[src/rtl/apb_timer_pkg.sv]
// rtl/apb_timer_pkg.sv - register map, CTRL bit positions and counter states for the APB timer
package apb_timer_pkg;

  localparam logic [7:0] CTRL_OFF     = 8'h00;
  localparam logic [7:0] LOAD_OFF     = 8'h04;
  localparam logic [7:0] COUNT_OFF    = 8'h08;
  localparam logic [7:0] STATUS_OFF   = 8'h0C;
  localparam logic [7:0] PRESCALE_OFF = 8'h10;

  localparam int CTRL_EN_BIT  = 0;
  localparam int CTRL_AR_BIT  = 1;
  localparam int CTRL_IRQ_BIT = 2;

  typedef enum logic {
    IDLE = 1'b0,
    RUN  = 1'b1
  } timer_state_t;

endpackage

[src/rtl/timer_prescaler.sv]
// rtl/timer_prescaler.sv - 8-bit prescaler emitting a one-cycle tick every div+1 cycles
module timer_prescaler (
  input  logic       clk,
  input  logic       resetn,
  input  logic       clr,
  input  logic [7:0] div,
  output logic       tick
);

  logic [7:0] cnt_q, cnt_d;

  // >= rather than == so a div lowered below the running count ticks at once instead of wrapping
  assign tick = (cnt_q >= div);

  // Count up, restart on every tick or when the timer is (re)started
  always_comb begin
    cnt_d = cnt_q + 8'd1;
    if (clr || tick) cnt_d = 8'd0;
  end

  // Prescale counter register
  always_ff @(posedge clk) begin
    if (!resetn) cnt_q <= 8'd0;
    else         cnt_q <= cnt_d;
  end

endmodule

[src/rtl/apb_timer_slave.sv]
// rtl/apb_timer_slave.sv - APB timer slave; prescaler present only with TIMER_PRESCALER_EN
module apb_timer_slave
  import apb_timer_pkg::*;
#(
  parameter int PSEL_INDEX = 0
) (
  input  logic        Hclk,
  input  logic        Hresetn,
  input  logic [2:0]  Pselx,
  input  logic        Penable,
  input  logic        Pwrite,
  input  logic [31:0] Paddr,
  input  logic [31:0] Pwdata,
  output logic [31:0] Prdata,
  output logic        Tirq
);

  timer_state_t state_q, state_d;
  logic [2:0]   ctrl_q, ctrl_d;
  logic [31:0]  load_q, load_d;
  logic [31:0]  count_q, count_d;
  logic         expired_q, expired_d;
  logic [31:0]  prdata_q, prdata_d;
  logic         presc_clr;
  logic         tick;
  logic         unused_bits;

  logic       sel, wr_en, rd_setup, ctrl_wr, ctrl_off;
  logic [5:0] word_addr;

  assign sel       = Pselx[PSEL_INDEX];
  assign wr_en     = sel & Penable & Pwrite;
  assign rd_setup  = sel & ~Penable & ~Pwrite;
  assign word_addr = Paddr[7:2];
  assign ctrl_wr   = wr_en && (word_addr == CTRL_OFF[7:2]);
  assign ctrl_off  = ctrl_wr && !Pwdata[CTRL_EN_BIT];

`ifdef TIMER_PRESCALER_EN
  logic [7:0] prescale_q, prescale_d;

  timer_prescaler u_prescaler (
    .clk    (Hclk),
    .resetn (Hresetn),
    .clr    (presc_clr),
    .div    (prescale_q),
    .tick   (tick)
  );

  // PRESCALE register
  always_comb begin
    prescale_d = prescale_q;
    if (wr_en && (word_addr == PRESCALE_OFF[7:2])) prescale_d = Pwdata[7:0];
  end

  // PRESCALE storage
  always_ff @(posedge Hclk) begin
    if (!Hresetn) prescale_q <= 8'd0;
    else          prescale_q <= prescale_d;
  end

  assign unused_bits = ^{Paddr[31:8], Paddr[1:0], Pselx};
`else
  assign tick        = 1'b1;
  assign unused_bits = ^{Paddr[31:8], Paddr[1:0], Pselx, presc_clr};
`endif

  // Register writes, counter FSM next state, and read-data capture in the setup phase
  always_comb begin
    state_d   = state_q;
    ctrl_d    = ctrl_q;
    load_d    = load_q;
    count_d   = count_q;
    expired_d = expired_q;
    prdata_d  = prdata_q;
    presc_clr = 1'b0;

    if (ctrl_wr) ctrl_d = Pwdata[2:0];
    if (wr_en && (word_addr == LOAD_OFF[7:2])) load_d = Pwdata;
    if (wr_en && (word_addr == STATUS_OFF[7:2]) && Pwdata[0]) expired_d = 1'b0;

    case (state_q)
      IDLE: begin
        if (ctrl_wr && Pwdata[CTRL_EN_BIT] && !ctrl_q[CTRL_EN_BIT]) begin
          state_d   = RUN;
          count_d   = load_q;
          presc_clr = 1'b1;
        end
      end
      RUN: begin
        // Hardware set comes after the W1C above so a simultaneous set wins
        if (tick && (count_q == 32'd0)) expired_d = 1'b1;
        if (ctrl_off) begin
          state_d = IDLE;
        end else if (tick) begin
          if (count_q != 32'd0) begin
            count_d = count_q - 32'd1;
          end else if (ctrl_q[CTRL_AR_BIT]) begin
            count_d = load_q;
          end else begin
            ctrl_d[CTRL_EN_BIT] = 1'b0;
            state_d             = IDLE;
          end
        end
      end
      default: state_d = IDLE;
    endcase

    if (rd_setup) begin
      case (word_addr)
        CTRL_OFF[7:2]:     prdata_d = {29'd0, ctrl_q};
        LOAD_OFF[7:2]:     prdata_d = load_q;
        COUNT_OFF[7:2]:    prdata_d = count_q;
        STATUS_OFF[7:2]:   prdata_d = {31'd0, expired_q};
`ifdef TIMER_PRESCALER_EN
        PRESCALE_OFF[7:2]: prdata_d = {24'd0, prescale_q};
`endif
        default:           prdata_d = 32'd0;
      endcase
    end
  end

  // Counter FSM state register
  always_ff @(posedge Hclk) begin
    if (!Hresetn) state_q <= IDLE;
    else          state_q <= state_d;
  end

  // Register file and read-data register
  always_ff @(posedge Hclk) begin
    if (!Hresetn) begin
      ctrl_q    <= 3'd0;
      load_q    <= 32'd0;
      count_q   <= 32'd0;
      expired_q <= 1'b0;
      prdata_q  <= 32'd0;
    end else begin
      ctrl_q    <= ctrl_d;
      load_q    <= load_d;
      count_q   <= count_d;
      expired_q <= expired_d;
      prdata_q  <= prdata_d;
    end
  end

  assign Prdata = prdata_q;
  assign Tirq   = expired_q & ctrl_q[CTRL_IRQ_BIT];

endmodule

[config.mk]
export PLATFORM = sky130hd
export DESIGN_NAME = apb_timer_slave
export DESIGN_NICKNAME = d
export VERILOG_FILES = /design/src/rtl/apb_timer_pkg.sv /design/src/rtl/timer_prescaler.sv /design/src/rtl/apb_timer_slave.sv
export SDC_FILE = /design/constraint.sdc
export NUM_CORES = 1
export LEC_CHECK = 0
export ABC_CLOCK_PERIOD_IN_PS = 3000
export BUFFER_PORTS_ARGS = -buffer_cell sky130_fd_sc_hd__buf_2
export CAP_MARGIN = 20
export CORE_ASPECT_RATIO = 0.7
export CORE_MARGIN = 5
export CORE_UTILIZATION = 55
export DETAILED_ROUTE_END_ITERATION = 16
export GPL_ROUTABILITY_DRIVEN = 0
export PLACE_DENSITY = 0.83
export RECOVER_POWER = 25
export SETUP_SLACK_MARGIN = 0.15
export SYNTH_ARGS = -nofsm -noshare
export SYNTH_HDL_FRONTEND = slang
export SYNTH_HIERARCHICAL = 1
export SYNTH_SLANG_ARGS = --single-unit
[constraint.sdc]
create_clock -name Hclk -period 3 [get_ports Hclk]
set_clock_uncertainty 0.05 [all_clocks]
set_input_delay 0.15 -clock Hclk [delete_from_list [all_inputs] [get_ports Hclk]]
set_output_delay 0.15 -clock Hclk [all_outputs]
set_load 0.02 [all_outputs]
# Word-level counts from Yosys, hierarchy flattened

Index checks and enable logic that the tools add are counted.

Flip-flop bits (word level): 101
Latch bits: 0
Memory bits (writable): 0
ROM bits: 0
Input bits: 71
Output and inout bits: 33
Word-level logic and storage cells: 54
Memories kept: 0

$add $sub $neg: 1
Multiply operators: 0
Div/mod/pow operators: 0
Magnitude comparators: 0
Equality and inequality tests: 6
Shifts and indexed selects: 0
Muxes and demuxes: 19
Bitwise gates (word level): 8
Reductions and logical operators: 13

Operator list:

| operator                                             | count |
|---|---|
| 2-to-1 mux 32 bit                                    | 4 |
| case mux 32 bit (4 select lines)                     | 1 |
| case mux 32 bit (2 select lines)                     | 1 |
| zero test 32 bit                                     | 1 |
| nonzero test 32 bit                                  | 1 |
| subtractor 32 x 1 -> 32 bit (second input constant)  | 1 |
| equality test 6 x 2 -> 1 bit (second input constant) | 2 |
| 2-to-1 mux 1 bit                                     | 12 |
| logical AND 1 bit                                    | 7 |
| equality test 6 x 1 -> 1 bit (second input constant) | 1 |
| zero test 6 bit                                      | 1 |
| AND 1 bit                                            | 5 |
| != test 2 bit (second input constant)                | 2 |
| != test 3 x 1 -> 1 bit (second input constant)       | 1 |
| NOT 1 bit                                            | 3 |
| AND reduction 3 bit                                  | 1 |
| zero test 1 bit                                      | 2 |
| case mux 1 bit (2 select lines)                      | 1 |

# Logic depth before layout (Yosys ltp)

Gate-level depths: netlist of the first run.

Depth in word-level cells: 8
Mapped depth: 10
Depth with buffers taken out: 8

# Worst setup path after synthesis of the first run

Ideal clock, no wire load.

Kind: register to register
Start point: register count_q[24]
End point: register count_q[29]
Library setup time: 0.140 ns
Arrival time: 2.257 ns
Data required time: 2.810 ns
Setup slack: 0.553 ns
Cell stages (with the launch flop): 9
Path buffers: 2
Period minus slack after synthesis: 2.447 ns
Path through: dfxtp_1 or4_4 nor4_4 nand2_1 o41ai_4 or2_1 buf_2 buf_6 o221ai_1

Cells in the longest elaborated chain, start to end: 4
Elaborated cells on any way between the ends: 7
Classes of those cells: 1 x add/sub; 1 x eq/ne; 3 x mux; 2 x reduce/logical

Ends and longest elaborated chain:

| what                                                                      | line                                         | RTL |
|---|---|---|
| from (decl)                                                               | apb_timer_slave.sv:21                        | `logic [31:0] count_q, count_d;` |
| from (signal assigned)                                                    | apb_timer_slave.sv:139                       | `count_q <= count_d;` |
| subtractor 32 x 1 -> 32 bit / nonzero test 32 bit (equally long branches) | apb_timer_slave.sv:96, apb_timer_slave.sv:95 |  |
| 2-to-1 mux 32 bit                                                         | apb_timer_slave.sv:95                        | `if (count_q != 32'd0) begin` |
| 2-to-1 mux 32 bit                                                         | apb_timer_slave.sv:92                        | `if (ctrl_off) begin` |
| case mux 32 bit (2 select lines)                                          | apb_timer_slave.sv:81                        | `case (state_q)` |

Parallel ways exist; a longest one is shown, timed or not. The select of a mux whose other input is x is not followed.
A chain may end at the register's enable or synchronous reset.

# Worst setup path after layout of the first run

Start point: register count_q[24]
End point: register count_q[0]

Cells in the longest elaborated chain, start to end: 4
Elaborated cells on any way between the ends: 6
Classes of those cells: 1 x eq/ne; 3 x mux; 2 x reduce/logical

Ends and longest elaborated chain:

| what                             | line |
|---|---|
| nonzero test 32 bit *            | apb_timer_slave.sv:95 |
| 2-to-1 mux 32 bit                | apb_timer_slave.sv:95 |
| 2-to-1 mux 32 bit                | apb_timer_slave.sv:92 |
| case mux 32 bit (2 select lines) | apb_timer_slave.sv:81 |

Mark *: on every way between the ends. The rest lies on a longest branch, timed or not. The select of a mux whose other input is x is not followed.

==> results of run 1 <==
==> repair_timing <==
item | in CTS | in global routing
gates resized for setup | 0 | 0
hold buffers | 25 | 0
endpoints found under the hold margin | 26 | 0
==> final cells by class <==
| class | count | share of cell area [%] |
|---|---|---|
| inverters | 4 | 0.2531 |
| well taps | 124 | 2.615 |
| multi-input cells | 476 | 45.78 |
| clock inverters | 4 | 0.4007 |
| flip-flops and latches | 101 | 34.08 |
| repair buffers | 118 | 12.72 |
| clock buffers | 12 | 4.154 |
==> cell families (layout without fill, tap and decap cells) <==
family | after synthesis | after routing | synth area share, %
adders and majority gates | 2 | 2 | 0.5026
AOI/OAI and AO/OA | 173 | 173 | 21.51
buffers and inverters | 58 | 138 | 4.875
DFF | 101 | 101 | 40.61
muxes | 24 | 24 | 5.077
and+or+nand+nor | 277 | 277 | 27.42
==> per-layer routing <==
metal	share of wire, %	track usage [%]	vias to the layer above
li1	-	-	2419
met1	46	35.84	2373
met2	46	42.72	195
met3	7.4	5.698	18
met4	1.1	7.035	0
met5	0	0	-
==> registers in the layout, indices dropped and copies added, names as in the netlist <==
| signal | count |
|---|---|
| Prdata | 32 |
| count_q | 32 |
| ctrl_q | 3 |
| expired_q | 1 |
| load_q | 32 |
| state_q | 1 |
==> power by group through the flow <==
stage,combinational [mW],sequential (mW),clock [mW]
final,0.101,1.34,1.08
after global placement,0.0720,1.37,0
after CTS,0.0997,1.34,1.10
after detailed placement,0.0741,1.37,0
after floorplan,0.0332,1.37,0
after global routing,0.110,1.34,1.17
==> stage by stage <==
step                area, sq um  setup slack (ps)
floorplan                  4979             553.2
global placement           5456             449.3
detailed placement         5456             396.2
CTS                        5977             368.2
global route               5933             207.7
finish                     5933             362.6
==> path summary, 6_finish.rpt <==
check / cells after the start / startpoint / to
worst max-delay path: 7 / count_q[24] / count_q[0]
worst min-delay path: 3 / Pwdata[21] / load_q[21]
worst max register to register: 7 / count_q[24] / count_q[0]
worst min register to register: 2 / load_q[3] / load_q[3]
==> worst min-delay path, cell delays in order <==
cell and delay (ps):
buf_2 100, nand2_1 60, a21oi_1 60
==> cell usage after synthesis (2+ instances only) <==
cell | number | area share [%]
nor4_1 | 14 | 1.8
a21oi_1 | 61 | 6.1
nor2_1 | 25 | 1.9
dfxtp_1 | 101 | 41
buf_2 | 8 | 0.80
nor3b_1 | 3 | 0.45
mux2i_1 | 23 | 4.6
o31ai_1 | 2 | 0.30
and2_1 | 34 | 4.3
or3_1 | 11 | 1.4
buf_4 | 2 | 0.30
a22oi_1 | 36 | 5.4
nand4_1 | 4 | 0.50
nor3_1 | 11 | 1.1
nand3b_1 | 2 | 0.30
nand4b_1 | 2 | 0.35
o22ai_1 | 23 | 2.9
clkbuf_1 | 43 | 3.2
o311ai_0 | 2 | 0.35
o221ai_1 | 4 | 0.70
or4_1 | 5 | 0.75
nand3_1 | 15 | 1.5
o21ai_0 | 31 | 3.1
or2_2 | 5 | 0.63
nor2b_1 | 3 | 0.38
ha_1 | 2 | 0.50
o211ai_1 | 4 | 0.60
a31oi_1 | 2 | 0.25
inv_1 | 4 | 0.30
nand2b_1 | 4 | 0.50
nand2_1 | 131 | 9.9
==> run summary, run 1 <==
Synth cell types = 49
DRC = 0
share of synthesized registers carrying an async set or reset = 0%
first-pass GRT wire length = 23,420 um
Starting DRT DRC Count = 378
Slew Limit Fails = 35
crit-path cells = or4_4 > nor4_4 > nand2_1 > o41ai_4 > buf_4 > nor3_1 > o31a_1
root buf cell = clkbuf_16
largest net degree at the start of global routing = 40
final setup vio count = 0
Die Y = 89.60 um
antenna violations before repair = 0
Leakage Power = 2.225 nW
Ys Warns = 6
initial core utilization = 55.55%
sw power = 0.5533 mW
die width = 123.7 um
Sw Share = 21.91%
grt total ovfl = 0
combinational share of power = 4.0%
Area growth, synth to finish = 19.18%
Post-DP HPWL = 8952 um
type of origin of the critical path = flip-flop
worst hold slack = 11.18 ps
worst skew pair latency = 350 ps
CTS H-tree depth = 3
fillers = 795
# diodes = 0
max_slew headroom = -8.643%
WP buf/inv = 1
Non-Filler Instances = 839
largest stage delay on the critical path = 600 ps
Pwr Density = 425.6 nW/um^2
Tcrit/Tclk final = 87.91%
sequential area share after synthesis = 40.61%
synthesized flop and latch total = 101
Routed Antenna Nets = 0
Hold Path Class = input port to flip-flop
Max Buffers Root-to-Sink = 2
Req. time, crit path = 3190 ps
Arrival @ worst endpoint = 2820 ps
drt wl/cell = 16.39 um
CP Class = flip-flop to flip-flop
R2R setup slack = 360 ps
routed vias = 5,005
sequential share of power = 53.1%
achievable frequency = 0.3792 GHz
Final Hold Fails = 0
count of buffers from port buffering = 75
Setup crit end kind = flip-flop
CTS tree = yes
CP max-delay cell = or4_4
crit-path max FO = 14
commonest cells after routing, fill and taps aside = nand2_1, dfxtp_1, a21oi_1
RSZ-0062 raised after global routing = no
postcts setup bufs = 0
P_int = 1.972 mW
failing checks = max-capacitance violations, max-slew violations
nets = 783
via-per-instance ratio = 5.965
sequential cell area = 2022 sq um
syn nets = 708
area of the multi-input gates = 2716 sq um
GRT Overall Usage = 26.32%
First-pass DRT Iterations = 5
min Tclk post-route = 2637 ps
row cnt = 29
share of power burned in the clock network = 42.9%
total wire length = 13,750 um
final core utilization = 66.20%
placed insts = 798
full die area = 11,080 sq um
clock sink count = 101
number of global-route vias before repair = 4,769
worst vdd ir = 315.6 uV
core area = 8962 sq um
most common cell after layout, fill and taps aside = nand2_1
TritonCTS buffer count = 9
number of flops mapped to enable cells by yosys = 0
Primary FF master, synth = dfxtp_1
Ports = 104
share of cells above drive strength 1 = 12.03%
TNS Setup = 0 ps
top cell family by delay on the critical path = simple AND/OR/NAND/NOR gates
Synth Cell Area = 4979 sq um
status = finished with violations
Worst Max-Slew Pin Slew = 1630 ps
clock slew at reported path FFs = 60 ps
Mapped Cells = 635
Synth Area per Inst = 7.840 sq um
max-capacitance violation count = 1
Total Power = 2.525 mW
Power figures use the tool's default switching activity.
==> inputs of run 2 (changes only) <==
--- a/config.mk
+++ b/config.mk
@@ -5,15 +5,15 @@
 export SDC_FILE = /design/constraint.sdc
 export NUM_CORES = 1
 export LEC_CHECK = 0
-export ABC_CLOCK_PERIOD_IN_PS = 3000
+export ABC_CLOCK_PERIOD_IN_PS = 2300
 export BUFFER_PORTS_ARGS = -buffer_cell sky130_fd_sc_hd__buf_2
 export CAP_MARGIN = 20
 export CORE_ASPECT_RATIO = 0.7
 export CORE_MARGIN = 5
-export CORE_UTILIZATION = 55
+export CORE_UTILIZATION = 50
 export DETAILED_ROUTE_END_ITERATION = 16
 export GPL_ROUTABILITY_DRIVEN = 0
-export PLACE_DENSITY = 0.83
+export PLACE_DENSITY = 0.8
 export RECOVER_POWER = 25
 export SETUP_SLACK_MARGIN = 0.15
 export SYNTH_ARGS = -nofsm -noshare
==> constraint.sdc (replaced) <==
create_clock -name Hclk -period 2.3 [get_ports Hclk]
set_clock_uncertainty 0.05 [all_clocks]
set_input_delay 0.115 -clock Hclk [delete_from_list [all_inputs] [get_ports Hclk]]
set_output_delay 0.115 -clock Hclk [all_outputs]
set_load 0.02 [all_outputs]
==> run summary, run 2 (same netlist as run 1, synthesis figures left out) <==
# diodes = 0
drt wl/cell = 18.24 um
initial core utilization = 51.21%
R2R setup slack = 80 ps
Die Y = 93.49 um
CP Class = flip-flop to flip-flop
type of origin of the critical path = flip-flop
Area growth, synth to finish = 36.09%
r2r endpoint = count_q[4]
TritonCTS buffer count = 9
First-pass DRT Iterations = 6
Arrival @ worst endpoint = 2410 ps
Slew Limit Fails = 0
Final Hold Fails = 0
DRC = 0
min Tclk post-route = 2223 ps
achievable frequency = 0.4498 GHz
share of cells above drive strength 1 = 23.11%
Worst Max-Slew Pin Slew = 571.3 ps
Hold EP = load_q[0]
Setup crit end kind = flip-flop
Req. time, crit path = 2490 ps
antenna violations before repair = 0
clock sink count = 101
final setup vio count = 0
GRT Overall Usage = 26.49%
Pwr Density = 508.7 nW/um^2
largest net degree at the start of global routing = 40
Starting DRT DRC Count = 626
worst reg2reg path depth = 8
worst vdd ir = 381.7 uV
max-capacitance violation count = 0
Routed Antenna Nets = 0
Tcrit/Tclk final = 96.67%
CTS H-tree depth = 3
clock slew at reported path FFs = 70 ps
grt total ovfl = 0
Placement Cell Area = 5742 sq um
RSZ-0062 raised after global routing = yes
crit-path max FO = 8
max_slew headroom = 61.91%
status = finished, final reports clean
root buf cell = clkbuf_16
CTS tree = yes
routed vias = 5,390
most common cell after layout, fill and taps aside = nand2_1
Total Power = 3.446 mW
Worst Hold Depth = 3
first-pass GRT wire length = 25,840 um
total wire length = 16,310 um
full die area = 12,080 sq um
Reg2Reg Launch Point = count_q[24]
number of global-route vias before repair = 5,216
Hold Path Class = input port to flip-flop
Post-DP HPWL = 9966 um
commonest cells after routing, fill and taps aside = nand2_1, dfxtp_1, a21oi_1
count of buffers from port buffering = 75
core area = 9722 sq um
Leakage Power = 2.605 nW
Final Instance Area = 6775 sq um
fillers = 790
Max Buffers Root-to-Sink = 2
hold_sp = Pwdata[0]
Ports = 104
die width = 129.3 um
worst skew pair latency = 350 ps
nets = 834
via-per-instance ratio = 6.029
row cnt = 30
==> run 2: per-stage QoR <==
step | worst slack [ps] | hold WS, ps | util, % | TNS (ps) | std cells
2_1_floorplan | -51.81 | 201.0 | - | -960.8 | 635
3_3_place_gp | -10.88 | 306.2 | 59.06 | -10.88 | 834
3_5_place_dp | -121.7 | 312.4 | 59.06 | -1080 | 834
4_1_cts | 60.40 | 3.613 | 67.63 | 0 | 888
5_1_grt | -8.727 | 26.95 | 69.69 | -31.75 | 894
6_report | 76.66 | 5.973 | 69.69 | 0 | 894
==> run 2: where the power goes <==
part	leakage [nW]	switching, mW	internal [mW]
combinational	1.65	0.0698	0.0713
sequential	0.815	0.000776	1.75
clock	0.146	0.680	0.876
==> run 2: worst max path at each step <==
stage           startpoint     endpoint  slack [ps]  cells after the start
5_1_grt        count_q[24]  count_q[16]          -9                      8
3_3_place_gp   count_q[27]  count_q[25]         -10                      7
3_5_place_dp      Paddr[5]   count_q[1]        -120                      8
6_report       count_q[24]   count_q[4]          80                      8
4_1_cts        count_q[25]  count_q[31]          60                      7
2_1_floorplan  count_q[25]  count_q[29]         -50                      8
==> run 2: area by class of cell <==
cell class / instances / area [sq um] / share of cell area (%)
multi-input cells: 476 / 2974 / 43.90
flip-flops and latches: 101 / 2026 / 29.90
repair buffers: 169 / 1297 / 19.15
clock buffers: 11 / 242.7 / 3.583
well taps: 128 / 160.2 / 2.364
clock inverters: 5 / 60.06 / 0.8864
inverters: 4 / 15.01 / 0.2216
==> run 2: layer usage <==
layer,up-vias,global-route usage (%),wire (um)
met5,-,0,0
met4,0,8.916,395
met3,53,5.251,1465
met2,295,42.46,7619
met1,2524,35.69,6829
li1,2518,-,-
==> run 2: worst max-delay path: stages, from the launching register on <==
cell and delay [ps]:
dfxtp_2 320, or4_4 560, nor4_4 220, buf_4 200, nand3_4 80, and2_4 210, buf_12 170, mux2i_1 190
o22ai_1 120
==> run 2: timing repair <==
| action | 4_1_cts | 5_1_grt |
|---|---|---|
| setup endpoints to repair | 33 | 33 |
| resized for setup | 27 | 34 |
| hold buffers | 31 | 0 |
| setup buffers | 4 | 4 |
| pin swaps | 14 | 17 |
| cloned | 3 | 2 |
| endpoints found under the hold margin | 33 | 0 |
